--- config.mk ---
export PLATFORM = sky130hd
export DESIGN_NAME = vout_spipoti_sched
export DESIGN_NICKNAME = d
export VERILOG_FILES = /design/src/rtl/vout_spipoti_pkg.sv /design/src/rtl/vout_spipoti_shift.sv /design/src/rtl/vout_spipoti_sched.sv
export SDC_FILE = /design/constraint.sdc
export NUM_CORES = 1
export LEC_CHECK = 0
export ABC_CLOCK_PERIOD_IN_PS = 5100
export CAP_MARGIN = 20
export CORE_MARGIN = 10
export CORE_UTILIZATION = 50
export DETAILED_ROUTE_END_ITERATION = 6
export PLACE_DENSITY = 0.79
export SYNTH_ARGS = -nofsm -noshare
export SYNTH_HDL_FRONTEND = slang
export SYNTH_SLANG_ARGS = --single-unit
--- constraint.sdc ---
create_clock -name clk -period 5.1 [get_ports clk]
set_input_delay 0.765 -clock clk [delete_from_list [all_inputs] [get_ports clk]]
set_output_delay 0.765 -clock clk [all_outputs]
set_load 0.1 [all_outputs]
--- src/rtl/vout_spipoti_pkg.sv ---
// Shared constants for the SPI potentiometer scheduler: FSM encoding and frame length.
package vout_spipoti_pkg;
  localparam int FRAME_LEN = 16;

  typedef logic [2:0] state_t;

  localparam logic [2:0] ST_IDLE  = 3'd0;
  localparam logic [2:0] ST_LOW   = 3'd1;
  localparam logic [2:0] ST_HIGH  = 3'd2;
  localparam logic [2:0] ST_TRAIL = 3'd3;
  localparam logic [2:0] ST_GAP   = 3'd4;
endpackage

--- src/rtl/vout_spipoti_shift.sv ---
// Frame serializer: owns the frame FSM, shifts a 16-bit word out MSB first
// with SCLK idle low, and reports the TRAIL tick so the arbiter can commit.
//
// state    | meaning
// ST_IDLE  | no frame; waiting for a tick with a pending channel
// ST_LOW   | CS low, MOSI valid, SCLK low
// ST_HIGH  | SCLK high, device samples MOSI
// ST_TRAIL | last bit done, SCLK low, CS still low
// ST_GAP   | CS released, one idle tick before next frame
module vout_spipoti_shift
  import vout_spipoti_pkg::*;
(
  input  logic                 clk,
  input  logic                 rst,
  input  logic                 tick,
  input  logic                 start,
  input  logic [FRAME_LEN-1:0] word,
  output state_t               state,
  output logic                 sclk,
  output logic                 mosi,
  output logic                 cs_act,
  output logic                 done
);
  localparam int BW = $clog2(FRAME_LEN);

  logic [FRAME_LEN-1:0] sr;
  logic [BW-1:0]        bit_cnt;

  assign done = tick && (state == ST_TRAIL);

  always_ff @(posedge clk) begin
    if (rst) begin
      state   <= ST_IDLE;
      sr      <= '0;
      bit_cnt <= '0;
      sclk    <= 1'b0;
      mosi    <= 1'b0;
      cs_act  <= 1'b0;
    end else if (tick) begin
      case (state)
        ST_IDLE: if (start) begin
          sr      <= word;
          mosi    <= word[FRAME_LEN-1];
          sclk    <= 1'b0;
          cs_act  <= 1'b1;
          bit_cnt <= BW'(FRAME_LEN - 1);
          state   <= ST_LOW;
        end
        ST_LOW: begin
          sclk  <= 1'b1;
          state <= ST_HIGH;
        end
        ST_HIGH: begin
          sclk <= 1'b0;
          if (bit_cnt != '0) begin
            bit_cnt <= bit_cnt - 1'b1;
            sr      <= sr << 1;
            mosi    <= sr[FRAME_LEN-2];
            state   <= ST_LOW;
          end else begin
            mosi  <= 1'b0;
            state <= ST_TRAIL;
          end
        end
        ST_TRAIL: begin
          cs_act <= 1'b0;
          state  <= ST_GAP;
        end
        ST_GAP:  state <= ST_IDLE;
        default: state <= ST_IDLE;
      endcase
    end
  end
endmodule

--- src/rtl/vout_spipoti_sched.sv ---
// Round-robin scheduler writing changed channel values to SPI digital pots
// over a shared bus; shadows track the last value actually sent per channel.
module vout_spipoti_sched
  import vout_spipoti_pkg::*;
#(
  parameter int         CHANNELS = 4,
  parameter int         DIV      = 100,
  parameter logic [7:0] CMD      = 8'h00
) (
  input  logic                  clk,
  input  logic                  rst,
  input  logic [CHANNELS*8-1:0] values,
  output logic                  MOSI,
  output logic                  SCLK,
  output logic [CHANNELS-1:0]   CS_N,
  output logic                  busy
);
  localparam int SW = (CHANNELS > 1) ? $clog2(CHANNELS) : 1;
  localparam int CW = $clog2(DIV);

  logic [CW-1:0]       tick_cnt;
  logic                tick;
  logic [7:0]          shadow [CHANNELS];
  logic [CHANNELS-1:0] force_f;
  logic [CHANNELS-1:0] pend;
  logic                any_pend;
  logic [SW-1:0]       last, sel, nxt_sel;
  logic [7:0]          nxt_val, lat_val;
  state_t              state;
  logic                cs_act, done, launch;

  assign tick = (tick_cnt == '0);

  always_ff @(posedge clk) begin
    if (rst || tick) tick_cnt <= CW'(DIV - 1);
    else             tick_cnt <= tick_cnt - 1'b1;
  end

  // A value that returns to its shadow drops out of pend on its own.
  always_comb begin
    for (int i = 0; i < CHANNELS; i++)
      pend[i] = (values[8*i +: 8] != shadow[i]) || force_f[i];
  end

  // Descending scan so the closest pending channel after 'last' wins.
  always_comb begin
    any_pend = |pend;
    nxt_sel  = last;
    nxt_val  = '0;
    for (int k = CHANNELS; k >= 1; k--) begin
      if (pend[(int'(last) + k) % CHANNELS]) begin
        nxt_sel = SW'((int'(last) + k) % CHANNELS);
        nxt_val = values[8*((int'(last) + k) % CHANNELS) +: 8];
      end
    end
  end

  assign launch = tick && (state == ST_IDLE) && any_pend;

  always_ff @(posedge clk) begin
    if (rst) begin
      last    <= SW'(CHANNELS - 1);
      sel     <= '0;
      lat_val <= '0;
      force_f <= '1;
      for (int i = 0; i < CHANNELS; i++) shadow[i] <= '0;
    end else begin
      if (launch) begin
        sel     <= nxt_sel;
        lat_val <= nxt_val;
      end
      if (done) begin
        shadow[sel]  <= lat_val;
        force_f[sel] <= 1'b0;
        last         <= sel;
      end
    end
  end

  vout_spipoti_shift u_shift (
    .clk    (clk),
    .rst    (rst),
    .tick   (tick),
    .start  (any_pend),
    .word   ({CMD, nxt_val}),
    .state  (state),
    .sclk   (SCLK),
    .mosi   (MOSI),
    .cs_act (cs_act),
    .done   (done)
  );

  always_comb begin
    CS_N = '1;
    if (cs_act) CS_N[sel] = 1'b0;
  end

  assign busy = (state != ST_IDLE);
endmodule

## Word-level counts from Yosys, hierarchy flattened

Memory sizes are Yosys's and may differ from the RTL's.
Index checks and enable logic that the tools add are counted.

| word-level totals | value |
|---|---|
| register bits after elaboration | 48 |
| memory bits (writable) | 32 |
| input port bits | 34 |
| output and inout port bits | 7 |
| logic and storage cells | 116 |
| memories kept | 1 |

Memories:

| name | words | bits a word | read ports | clocked after memory_dff | wr ports | line | text |
|---|---|---|---|---|---|---|---|
| shadow | 4 | 8 | 4 | 0 | 4 | vout_spipoti_sched.sv:23 | `logic [7:0] shadow [CHANNELS];` |

| cells by class | value |
|---|---|
| add/sub/neg operators | 6 |
| order comparisons | 6 |
| equal/unequal tests | 9 |
| shifts and indexed selects | 4 |
| multiplexer cells | 46 |
| bitwise gates (word level) | 6 |
| reduce and logical (&&, ||, !) cells | 27 |

Operator list:

| cell | count |
|---|---|
| indexed part select 32 x 6 -> 8 bit | 4 |
| 2-to-1 mux 8 bit | 5 |
| != test 8 bit | 4 |
| 2-to-1 mux 15 bit | 2 |
| case mux 15 bit (2 select lines) | 1 |
| 2-to-1 mux 1 bit | 18 |
| < comparator 3 x 4 -> 1 bit (second input constant) | 4 |
| 2-to-1 mux 2 bit | 6 |
| 2-to-1 mux 4 bit | 3 |
| case mux 3 bit (4 select lines) | 1 |
| AND reduction 3 bit | 3 |
| binary-select mux 1 bit (select 2 bit) | 4 |
| case mux 4 bit (2 select lines) | 1 |
| OR reduction 2 bit | 4 |
| OR reduction 8 bit | 1 |
| logical NOT 7 bit | 1 |
| subtractor 7 x 1 -> 7 bit (second input constant) | 1 |
| == test 3 x 2 -> 1 bit (second input constant) | 2 |
| nonzero test 3 bit | 2 |
| logical OR 1 bit | 5 |
| adder 2 x 1 -> 2 bit (second input constant) | 2 |
| adder 2 bit (second input constant) | 2 |
| bitwise AND 1 bit (first input constant) | 4 |
| bitwise AND 4 bit | 1 |
| 18 further kinds | 23 |

## Depth between registers and ports, before layout

| logic depth | value |
|---|---|
| word-level depth | 12 |
| gate-level depth with buffers | 11 |
| gate-level depth less buffers | 10 |

## Modules after synthesis

From an unflattened synthesis, not the netlist that was laid out.

| second synthesis, totals | value |
|---|---|
| cell total of the unflattened synthesis | 609 |
| area total of the unflattened synthesis | 5296.3 µm² |

By module, submodules not included:

| module | instances | cells an instance | area an instance (µm²) | seq. area each (µm²) |
|---|---|---|---|---|
| vout_spipoti_sched | 1 | 475 | 4012.6 | 1421.4 |
| vout_spipoti_shift | 1 | 134 | 1283.7 | 500.5 |

## Least setup slack after synthesis

OpenSTA, ideal clock, no wires.

| timing | value |
|---|---|
| path kind | input port to flip-flop |
| from | input port values[23] |
| to | register u_shift.sr[7] |
| setup time | 138 ps |
| data arrival time | 2636 ps |
| data required time | 4962 ps |
| path slack | 2327 ps |
| stages on the path | 10 |
| path through | xor2_1 nor4_4 nand3_2 buf_6 a2111oi_1 nor3_1 o2bb2ai_1 a221o_1 a22oi_2 a211oi_1 |

| on the way | value |
|---|---|
| longest elaborated chain between the ends | 11 |
| elaborated cells on any way between the ends | 27 |

RTL lines:

| item | line | text |
|---|---|---|
| start: declaration | vout_spipoti_sched.sv:12 | `input logic [CHANNELS*8-1:0] values,` |
| != test 8 bit | vout_spipoti_sched.sv:42 | `pend[i] = (values[8*i +: 8] != shadow[i]) \|\| force_f[i];` |
| logical OR 1 bit | vout_spipoti_sched.sv:42 |  |
| binary-select mux 1 bit (select 2 bit) | vout_spipoti_sched.sv:51 | `if (pend[(int'(last) + k) % CHANNELS]) begin` |
| 2-to-1 mux 1 bit (implied by the code) (2 in a row) | vout_spipoti_sched.sv:51 |  |
| 2-to-1 mux 8 bit (4 in a row) | vout_spipoti_sched.sv:51 |  |
| 2-to-1 mux 15 bit | vout_spipoti_shift.sv:41 | `ST_IDLE: if (start) begin` |
| case mux 15 bit (2 select lines) | vout_spipoti_shift.sv:40 | `case (state)` |
| end signal: assignment | vout_spipoti_shift.sv:42 | `sr <= word;` |
| end signal: assignment | vout_spipoti_shift.sv:57 | `sr <= sr << 1;` |
| end: declaration | vout_spipoti_shift.sv:26 | `logic [FRAME_LEN-1:0] sr;` |

Several ways; a longest one is shown, not always the timed one. The select of a mux whose other input is x is not followed.
A chain may end at the register's enable or synchronous reset.

## Worst setup path after layout

| timing | value |
|---|---|
| from | input port values[4] |
| to | register u_shift.sr[4] |

Same word-level chain as after synthesis.

==> results.json <==
{
  "tritoncts": "built",
  "synth_flop_cell": "dfxtp_1",
  "cp_data_arrival_time_ns": 4.19,
  "p_seq_share_pct": 49.9,
  "finalCritPeriodShare_pct": 76.5,
  "clock.fmax_ghz": 0.256,
  "viasPerCell": 6.32,
  "ant_nets": 0,
  "drt_iter0_drc": 576,
  "post_cts.repair.setup_buffers": 0,
  "crit_required_ns": 5.39,
  "dr.pass1.iters": 5,
  "finalClockSkew_ns": 0.0145,
  "worstSkewPairLatency_ns": 0.36,
  "path_clk_slew_ns": 0.08,
  "antenna_cells": 0,
  "syn_nets": 613,
  "p_leak_nw": 2.14,
  "synth-simple-area-share_pct": 24.2,
  "crit_buf_inv": 1,
  "ioPinCount": 41,
  "yosys_warnings": 0,
  "syn_avg_cell_area_um2": 8.70,
  "power_frac_clock_pct": 40.0,
  "numCtsBuffers": 9,
  "synthArstFlopShare_pct": 0,
  "route.vias.total": 4623,
  "worstMarginPinSlew_ns": 0.978,
  "holdWs_ns": 0.405,
  "synth_compound_area_share_pct": 21.1,
  "wire_per_inst_um": 20.4,
  "comb_power_share_pct": 10.1,
  "switchingPower_mw": 0.321,
  "ir_drop_uv": 301,
  "antenna_found_initial": 0,
  "cts_root_buffer": "clkbuf_8",
  "hold_violations": 0,
  "gp_congestion": 0.974,
  "fp.dieW_um": 120,
  "cp_max_fo": 8,
  "holdBufCountCts": 0,
  "synth_mux_area_share_pct": 3.85,
  "rsz0062_at_grt": "no",
  "start_util_pct": 51.3,
  "slew_headroom_pct": 34.6,
  "cts_resized": 0,
  "drive_gt1_share_pct": 8.85,
  "grt_pass1_wl_um": 23700,
  "critPathLaunchType": "input pin",
  "dieArea_mm2": 0.0144,
  "gr-total-overflow": 0,
  "outcome": "finished, final reports clean",
  "cts_max_level": 3,
  "wirelength_um": 15000,
  "ys_seq_area_share_pct": 38.4,
  "setup_viol": 0,
  "fillers": 871,
  "io_buffers": 40,
  "fin_crit_ns": 3.90,
  "p_int_mw": 1.06,
  "cp_cell_sequence": "clkdlybuf4s50_1 > xor2_1 > nor3_1 > nand4_1 > a2bb2oi_1 > nor2_1 > o221ai_1 > a31oi_1 > nand2_1 > a211oi_2",
  "synth_edf_count": 32,
  "core-area_mm2": 0.00977,
  "place.detailed.hpwl_um": 11000,
  "clk_path_buf_depth": 2,
  "p_sw_share_pct": 23.3,
  "hold_class": "reg2reg",
  "synthDistinctLibCells": 66,
  "power.density_mw_per_mm2": 242,
  "cp_slowest_cell": "clkdlybuf4s50_1",
  "final-max-slew-violation-count": 0,
  "syn_inst": 576,
  "grt_pass1_vias": 4367,
  "synth_top_family_by_area": "simple AND/OR/NAND/NOR gates",
  "cpPeakStageDelay_ns": 0.53,
  "rows": 36,
  "nNetsFinal": 631,
  "synth_fa_ha_area_share_pct": 0.749,
  "clock_sinks": 80,
  "end_kind": "flop",
  "fp.dieH_um": 120,
  "cpLargestDelayFamily": "simple AND/OR/NAND/NOR gates",
  "synth-xor-area-share_pct": 6.64,
  "setup_tns_ns": 0,
  "drc": 0,
  "area_growth_pct": 13.8,
  "grt_max_degree": 44,
  "crit_type": "in2reg",
  "syn_area_mm2": 0.00501,
  "maxCapViolations": 0,
  "ys_seq_elements": 80,
  "grt_usage_pct": 20.6
}
==> layout by cell type (no fill, tap or decap), types with 4 or more instances in the layout <==
| cell | synthesis | routed |
|---|---|---|
| edfxtp_1 | 32 | 32 |
| nor2_1 | 54 | 54 |
| a21o_1 | 4 | 4 |
| xnor2_1 | 4 | 4 |
| xor2_1 | 34 | 34 |
| a211oi_1 | 21 | 21 |
| o22ai_1 | 4 | 4 |
| and2_1 | 9 | 9 |
| a32oi_1 | 4 | 4 |
| a21boi_0 | 4 | 4 |
| o21ai_0 | 16 | 16 |
| nor3_1 | 19 | 19 |
| nand2_1 | 50 | 50 |
| nand4_1 | 5 | 5 |
| mux2i_1 | 8 | 8 |
| dfxtp_1 | 48 | 47 |
| a221o_1 | 7 | 7 |
| a211o_1 | 6 | 6 |
| nor2b_1 | 5 | 5 |
| and3_1 | 30 | 30 |
| a22oi_1 | 7 | 7 |
| nor4_2 | 7 | 8 |
| clkdlybuf4s50_1 | 0 | 40 |
| a21oi_1 | 44 | 44 |
| buf_4 | 5 | 12 |
| nand2b_1 | 8 | 8 |
| mux2_2 | 8 | 8 |
| nand3_1 | 20 | 20 |
| a31oi_1 | 6 | 6 |
| clkbuf_8 | 0 | 9 |
| inv_1 | 11 | 11 |
| a2111oi_0 | 4 | 4 |
| or3_1 | 6 | 6 |
==> path summary, 6_finish.rpt <==
path / from / end / slack (ns) / cells past startpoint
worst min-delay path: tick_cnt[0] / tick_cnt[0] / 0.41 / 1
worst max register to register: last[1] / u_shift.sr[4] / 1.71 / 8
worst max-delay path: values[4] / u_shift.sr[4] / 1.20 / 10
worst min register to register: tick_cnt[0] / tick_cnt[0] / 0.41 / 1
==> state kept, by name, indices dropped and copies added, names as in the netlist <==
register	count
last	2
sel	2
lat_val	8
u_shift.mosi	1
tick_cnt	7
u_shift.sclk	1
u_shift.bit_cnt	4
force_f	4
u_shift.cs_act	1
u_shift.state	3
shadow	32
u_shift.sr	15
==> worst reg2reg max path: cells and delay by family, from the launching register on <==
kind	cells	cell delay, ns
and+or+nand+nor	3	1.14
DFF	1	0.58
buffers and inverters	1	0.48
AOI/OAI and AO/OA	4	1.13
==> Yosys cell counts (8+ instances only) <==
master,instances,area share (%)
clkbuf_1,24,1.8
mux2_2,8,1.8
nand2_1,50,3.7
and3_1,30,3.7
inv_1,11,0.82
edfxtp_1,32,19
nor2_1,54,4.0
nor3_1,19,1.9
dfxtp_1,48,19
nand2b_1,8,1.0
o21ai_0,16,1.6
a21oi_1,44,4.4
and2_1,9,1.1
a211oi_1,21,3.1
nand3_1,20,2.0
xor2_1,34,5.9
mux2i_1,8,1.6
buf_2,11,1.1
==> final cells by class <==
class                      instances  area, um2  share of cell area [%]
clock buffer                      10        128                    2.24
clock inverter                     6        106                    1.87
inverter                          12       45.0                   0.790
multi-input combinational        439       2840                    49.8
sequential                        80       1920                    33.7
tap                              133        166                    2.92
timing repair buffer              52        490                    8.61
==> logic make-up after synthesis <==
group,Yosys count
adder cells (fa/ha/maj),3
flip-flops,80
AO/OA/AOI/OAI,152
buffers and inverters,57
multiplexers,17
XOR/XNOR,38
AND/OR/NAND/NOR,229
==> metal layers <==
layer	track usage [%]	part of all wire [%]	vias up	routed length, um
li1	-	-	2163	-
met1	27.7	43	2169	6380
met2	31.3	45	248	6720
met3	4.50	9.3	43	1390
met5	0	0	-	0
met4	8.60	3.1	0	471
==> power groups by stage <==
stage               Sequential, mW  Combinational [mW]  Clock (mW)
detailed placement           0.704               0.137           0
finish                       0.689               0.139       0.553
global placement             0.703               0.135           0
global route                 0.690               0.152       0.586
CTS                          0.689               0.138       0.560
floorplan                    0.699              0.0768           0
==> through the flow <==
stage / instance area, um2 / worst slack, ns / utilization, % / std cells / total power, mW
6_report: 5700 / 1.20 / 58.3 / 732 / 1.38
5_1_grt: 5700 / 1.16 / 58.3 / 732 / 1.43
4_1_cts: 5700 / 1.38 / 58.3 / 732 / 1.39
3_5_place_dp: 5470 / 1.02 / 55.9 / 716 / 0.840
3_3_place_gp: 5470 / 1.00 / 55.9 / 716 / 0.838
2_1_floorplan: 5010 / 2.33 / - / 576 / 0.776
No activity file was read; power rests on OpenSTA's default activity.
